[config.mk]
export PLATFORM = sky130hd
export DESIGN_NAME = vram_access_arbiter
export DESIGN_NICKNAME = d
export VERILOG_FILES = /design/src/rtl/vram_arb_pkg.sv /design/src/rtl/vram_wr_fifo.sv /design/src/rtl/vram_access_arbiter.sv
export SDC_FILE = /design/constraint.sdc
export NUM_CORES = 1
export LEC_CHECK = 0
export CAP_MARGIN = 10
export CORE_MARGIN = 4
export CORE_UTILIZATION = 55
export CTS_BUF_LIST = sky130_fd_sc_hd__clkbuf_4
export CTS_CLUSTER_SIZE = 16
export DETAILED_ROUTE_END_ITERATION = 7
export GPL_ROUTABILITY_DRIVEN = 0
export PLACE_DENSITY = 0.87
export SETUP_SLACK_MARGIN = 0.5
export SLEW_MARGIN = 20
export SYNTH_ARGS = -nofsm -noshare
export SYNTH_HDL_FRONTEND = slang
export SYNTH_HIERARCHICAL = 1
export SYNTH_SLANG_ARGS = --single-unit
export TNS_END_PERCENT = 5
[constraint.sdc]
create_clock -name clk -period 3.15 [get_ports clk]
set_clock_uncertainty 0.15 [all_clocks]
set_input_delay 0.63 -clock clk [delete_from_list [all_inputs] [get_ports clk]]
set_output_delay 0.63 -clock clk [all_outputs]
set_load 0.005 [all_outputs]
[src/rtl/vram_arb_pkg.sv]
// Shared types and defaults for the VRAM access arbiter.
package vram_arb_pkg;

  localparam int ADDR_W_DEF = 15;
  localparam int DATA_W_DEF = 8;

  typedef enum logic [1:0] {
    ACTIVE  = 2'd0,
    DRAIN   = 2'd1,
    VB_IDLE = 2'd2
  } arb_state_t;

  typedef enum logic [1:0] {
    GNT_NONE = 2'd0,
    GNT_GPU  = 2'd1,
    GNT_CPU  = 2'd2
  } grant_t;

endpackage

[src/rtl/vram_wr_fifo.sv]
// Synchronous FIFO holding buffered CPU writes as {addr,data} words.
// The caller never pushes when full nor pops when empty.
module vram_wr_fifo #(
  parameter int DEPTH = 4,
  parameter int WIDTH = 23
) (
  input  logic                     clk,
  input  logic                     rst_n,
  input  logic                     push,
  input  logic                     pop,
  input  logic [WIDTH-1:0]         wdata,
  output logic [WIDTH-1:0]         rdata,
  output logic [$clog2(DEPTH):0]   level
);

  localparam int PTR_W = $clog2(DEPTH);
  localparam logic [PTR_W-1:0] PTR_ONE = PTR_W'(1);
  localparam logic [PTR_W:0]   LVL_ONE = (PTR_W + 1)'(1);

  logic [WIDTH-1:0] mem [DEPTH];
  logic [PTR_W-1:0] wr_ptr;
  logic [PTR_W-1:0] rd_ptr;

  // Pointers wrap naturally because DEPTH is a power of two.
  always_ff @(posedge clk or negedge rst_n) begin
    if (!rst_n) begin
      wr_ptr <= '0;
      rd_ptr <= '0;
      level  <= '0;
    end else begin
      if (push) wr_ptr <= wr_ptr + PTR_ONE;
      if (pop)  rd_ptr <= rd_ptr + PTR_ONE;
      unique case ({push, pop})
        2'b10:   level <= level + LVL_ONE;
        2'b01:   level <= level - LVL_ONE;
        default: level <= level;
      endcase
    end
  end

  always_ff @(posedge clk) begin
    if (push) mem[wr_ptr] <= wdata;
  end

  assign rdata = mem[rd_ptr];

endmodule

[src/rtl/vram_access_arbiter.sv]
// Shares the single-port VRAM between renderer reads and buffered CPU writes;
// CPU writes can be held back to vertical blank for tear-free updates.
module vram_access_arbiter
  import vram_arb_pkg::*;
#(
  parameter int ADDR_W           = ADDR_W_DEF,
  parameter int DATA_W           = DATA_W_DEF,
  parameter int FIFO_DEPTH       = 4,
  parameter int COMMIT_IN_VBLANK = 1
) (
  input  logic                          clk,
  input  logic                          rst_n,
  input  logic                          vblank,
  input  logic                          gpu_rd_req,
  input  logic [ADDR_W-1:0]             gpu_rd_addr,
  output logic                          gpu_rd_valid,
  output logic [DATA_W-1:0]             gpu_rd_data,
  input  logic                          cpu_wr_valid,
  output logic                          cpu_wr_ready,
  input  logic [ADDR_W-1:0]             cpu_wr_addr,
  input  logic [DATA_W-1:0]             cpu_wr_data,
  output logic                          vram_en,
  output logic                          vram_we,
  output logic [ADDR_W-1:0]             vram_addr,
  output logic [DATA_W-1:0]             vram_wdata,
  input  logic [DATA_W-1:0]             vram_rdata,
  output logic [$clog2(FIFO_DEPTH):0]   fifo_level,
  output logic                          overrun
);

  localparam int LVL_W = $clog2(FIFO_DEPTH) + 1;
  localparam logic [LVL_W-1:0] DEPTH_L = LVL_W'(FIFO_DEPTH);
  localparam bit VB_ONLY = (COMMIT_IN_VBLANK != 0);

  arb_state_t state, state_next;
  grant_t     grant;

  logic [LVL_W-1:0]         level;
  logic [LVL_W-1:0]         level_after_pop;
  logic [ADDR_W+DATA_W-1:0] fifo_rdata;
  logic [ADDR_W-1:0]        fifo_addr;
  logic [DATA_W-1:0]        fifo_data;
  logic                     push;
  logic                     pop;
  logic                     fifo_empty;
  logic                     drain_ok;
  logic                     overrun_set;

  // Ready is held low during reset so nothing is accepted until release.
  assign cpu_wr_ready = rst_n & (level < DEPTH_L);
  assign push         = cpu_wr_valid & cpu_wr_ready;
  assign fifo_empty   = (level == '0);
  assign drain_ok     = !VB_ONLY || (state == DRAIN);
  assign pop          = (grant == GNT_CPU);
  assign level_after_pop = level - LVL_W'(pop);

  vram_wr_fifo #(
    .DEPTH (FIFO_DEPTH),
    .WIDTH (ADDR_W + DATA_W)
  ) u_fifo (
    .clk   (clk),
    .rst_n (rst_n),
    .push  (push),
    .pop   (pop),
    .wdata ({cpu_wr_addr, cpu_wr_data}),
    .rdata (fifo_rdata),
    .level (level)
  );

  assign {fifo_addr, fifo_data} = fifo_rdata;

  always_comb begin
    grant = GNT_NONE;
    if (gpu_rd_req)                    grant = GNT_GPU;
    else if (!fifo_empty && drain_ok)  grant = GNT_CPU;
  end

  always_comb begin
    state_next  = state;
    overrun_set = 1'b0;
    unique case (state)
      ACTIVE: begin
        if (vblank) state_next = fifo_empty ? VB_IDLE : DRAIN;
      end
      DRAIN: begin
        if (!vblank) begin
          state_next  = ACTIVE;
          overrun_set = VB_ONLY && (level_after_pop != '0);
        end else if (level_after_pop == '0 && !push) begin
          state_next = VB_IDLE;
        end
      end
      VB_IDLE: begin
        if (!vblank)                  state_next = ACTIVE;
        else if (push || !fifo_empty) state_next = DRAIN;
      end
      default: state_next = ACTIVE;
    endcase
  end

  always_ff @(posedge clk or negedge rst_n) begin
    if (!rst_n) begin
      state   <= ACTIVE;
      overrun <= 1'b0;
    end else begin
      state <= state_next;
      if (overrun_set) overrun <= 1'b1;
    end
  end

  // VRAM strobes lag the grant by one cycle; read valid follows one more.
  always_ff @(posedge clk or negedge rst_n) begin
    if (!rst_n) begin
      vram_en      <= 1'b0;
      vram_we      <= 1'b0;
      vram_addr    <= '0;
      vram_wdata   <= '0;
      gpu_rd_valid <= 1'b0;
    end else begin
      vram_en      <= (grant != GNT_NONE);
      vram_we      <= (grant == GNT_CPU);
      gpu_rd_valid <= vram_en & ~vram_we;
      if (grant == GNT_GPU) begin
        vram_addr <= gpu_rd_addr;
      end else if (grant == GNT_CPU) begin
        vram_addr  <= fifo_addr;
        vram_wdata <= fifo_data;
      end
    end
  end

  assign gpu_rd_data = vram_rdata;
  assign fifo_level  = level;

endmodule

==> metrics.yaml <==
finish:
  area_growth_pct: 21.0
  fill_cells: 630
  final_common_cell: "edfxtp_1"
  drive_gt1_share_pct: 19.2
  layout_common_cells: "92 x edfxtp_1, 72 x clkdlybuf4s50_1, 35 x dfrtp_1, 23 x inv_1, 20 x nand2_1"
  utilization_pct: 68.4
  antennaDiodeCount: 0
  final_cell_area_um2: 6350
  final_nets: 436
placement:
  port_buffers: 73
  preCtsSetupSlack_ps: 255
  placed_area_um2: 6050
  dpl.hpwl_um: 6400
floorplan:
  coreArea_um2: 9280
  die_area_um2: 11200
  start_util_pct: 56.5
  die_x_um: 106
  ios: 90
  die_height_um: 106
  row_count: 35
critical_path:
  start_kind: "flop"
  arrival_ps: 1700
  slowest_stage: "dfrtp_2"
  r2r-end: "u_fifo/level[2]$_DFFE_PN0P_"
  cp_max_fo: 9
  crit_start: "u_fifo/level[2]$_DFFE_PN0P_"
  r2r_setup_slack_ps: 730
  crit_end: "cpu_wr_ready"
  r2r-start: "u_fifo/level[0]$_DFFE_PN0P_"
  criticalPathCategory: "reg2out"
  cp.required_ps: 2370
  reg2reg_depth: 9
  end_kind: "output pin"
  crit_chain: "and2b_2 -> clkdlybuf4s50_1"
  critPathMaxStageDelay_ps: 490
timing:
  fmax_mhz: 403
  hold_viol: 0
  worst_slack_ps: 669
  tightest_slew_ps: 940
  fin_crit_sh_pct: 78.8
  fin_crit_ps: 2480
  fin_tns_setup_ps: 0
  rsz0062_at_grt: "false"
  slew_headroom_pct: 37.1
  maxSlewViolCount: 0
  setup_violations: 0
yosys:
  synthMuxAreaShare_pct: 12.7
  avgSynthCellArea_um2: 17.6
  ys_seq_area_share_pct: 69.8
  synth_compound_area_share_pct: 3.48
  yosys.area_share.adder_pct: 1.81
  synth_area_um2: 5250
  netlist_top_cells_area: "edfxtp_1 53%, dfrtp_1 17%, mux4_2 7.7%"
  yosysTopAreaCell: "edfxtp_1"
  syn_inst: 298
  yosys.cell_types.count: 36
  yosys.area_share.simple_pct: 5.91
  synth_warnings: 6
  synth_top_family_by_area: "multiplexers"
  synth_top_area_share_pct: 52.6
  synth_nets: 356
  synth_xor_area_share_pct: 1.17
  ys_ff_latch: 128
detailed_routing:
  dr_total_vias: 2853
  wl_per_cell_um: 18.5
  first_pass_iters: 4
  via_per_inst: 5.49
  drt-total-wl_um: 9630
  detail-route-antenna-nets: 0
  drtIter0Drc: 179
  drc: 0
pwr:
  finalPower_mw: 5.02
  peakVddDrop_mv: 0.520
  p_per_area_nw_per_um2: 791
  p_leak_nw: 2.34
clocking:
  numCtsBuffers: 17
  htree_levels: 4
  clkSinkCount: 128
  clk_pin_slew_ps: 120
  clk_path_buf_depth: 2
  clockRootBuffer: "clkbuf_4"
  insertion_delay_ps: 490
  cts_tree: "yes"
global_route:
  grt-ovfl-total: 0
  grt_util_all_layers_pct: 18.2
  grt_pass1_vias: 2935
  grt_pass1_wl_um: 15400
  grt_max_degree: 47
  antenna_found_initial: 1
min_path:
  hold_path_class: "in2async"
run_status:
  status: "finished, final reports clean"
job:
  drv_cap: 0
-- cell families (layout without fill, tap and decap cells) --
| group | Yosys count | after routing |
|---|---|---|
| mux | 32 | 32 |
| xor+xnor | 7 | 7 |
| fa+ha+maj | 7 | 7 |
| flops | 128 | 128 |
| simple gates | 53 | 53 |
| compound gates | 22 | 22 |
| buf+inv | 49 | 142 |
-- metrics by stage --
| stage | hold WS (ps) | instances |
|---|---|---|
| final | 46.4 | 520 |
| after global routing | 55.1 | 520 |
| after CTS | 44.8 | 520 |
| after detailed placement | 310 | 487 |
| after global placement | 300 | 487 |
| after floorplan | 184 | 298 |
-- sequential cells by signal (all words and copies together) (netlist names) --
signal	flops
u_fifo/level	3
vram_addr	15
vram_en	1
u_fifo/wr_ptr	2
u_fifo/mem	92
vram_we	1
u_fifo/rd_ptr	2
overrun	1
gpu_rd_valid	1
state	2
vram_wdata	8
-- how the worst min path moves through the flow --
stage | start | end | slack [ps] | depth (start not counted)
2_1_floorplan | rst_n | gpu_rd_valid$_DFF_PN0_ | 180 | 0
3_3_place_gp | overrun$_DFFE_PN0P_ | overrun$_DFFE_PN0P_ | 300 | 1
3_5_place_dp | overrun$_DFFE_PN0P_ | overrun$_DFFE_PN0P_ | 310 | 1
4_1_cts | rst_n | state[0]$_DFFE_PN0P_ | 40 | 2
5_1_grt | rst_n | u_fifo/level[1]$_DFFE_PN0P_ | 60 | 2
6_report | rst_n | u_fifo/level[0]$_DFFE_PN0P_ | 50 | 2
-- Yosys cell counts (all sizes together) --
| cell type | n |
|---|---|
| clkbuf | 6 |
| fa | 1 |
| mux2 | 8 |
| nor2 | 4 |
| a32o | 1 |
| or2 | 1 |
| or3 | 2 |
| mux2i | 1 |
| and2 | 4 |
| o211ai | 1 |
| dfrtp | 36 |
| o32ai | 1 |
| mux4 | 23 |
| o311ai | 15 |
| nor3 | 1 |
| a211o | 1 |
| inv | 24 |
| nand2 | 20 |
| nor2b | 2 |
| xnor2 | 2 |
| o21ai | 1 |
| xor2 | 5 |
| and2b | 1 |
| buf | 19 |
| ha | 6 |
| a21oi | 1 |
| nand4b | 15 |
| nand2b | 3 |
| edfxtp | 92 |
| a31oi | 1 |
-- report_power, final --
part | leakage, nW | switching [mW] | internal [mW]
clock | 0.151 | 0.613 | 0.505
sequential | 1.26 | 0.168 | 2.10
combinational | 0.927 | 0.721 | 0.911
-- critical path, delay by kind of cell, from the launching register on --
| kind | cells | cell delay (ps) |
|---|---|---|
| flip-flops | 1 | 490 |
| buffers and inverters | 1 | 490 |
| AND/OR/NAND/NOR | 1 | 230 |
-- layer usage --
| metal | GRT usage (%) | vias to the layer above | part of all wire [%] |
|---|---|---|---|
| li1 | - | 1299 | - |
| met1 | 22.6 | 1448 | 40 |
| met2 | 30.3 | 93 | 51 |
| met3 | 6.37 | 11 | 7.4 |
| met4 | 5.18 | 2 | 1.0 |
| met5 | 0 | - | 0.13 |
-- area by class of cell --
type / count / area [µm²] / share of cell area (%)
timing repair buffer: 86 / 826 / 13.0
clock inverter: 13 / 153 / 2.40
sequential: 128 / 3660 / 57.7
inverter: 24 / 90.1 / 1.42
tap: 129 / 161 / 2.54
multi-input combinational: 121 / 1320 / 20.7
clock buffer: 19 / 143 / 2.24
-- timing repair --
| action | in CTS | in global routing |
|---|---|---|
| hold endpoints to repair | 10 | 0 |
| buffers inserted | 0 | 0 |
| gates resized for setup | 0 | 1 |
| hold buffers | 1 | 0 |
| endpoints found under the setup margin | 0 | 1 |
Note: power is estimated with default switching activity, not from simulation.
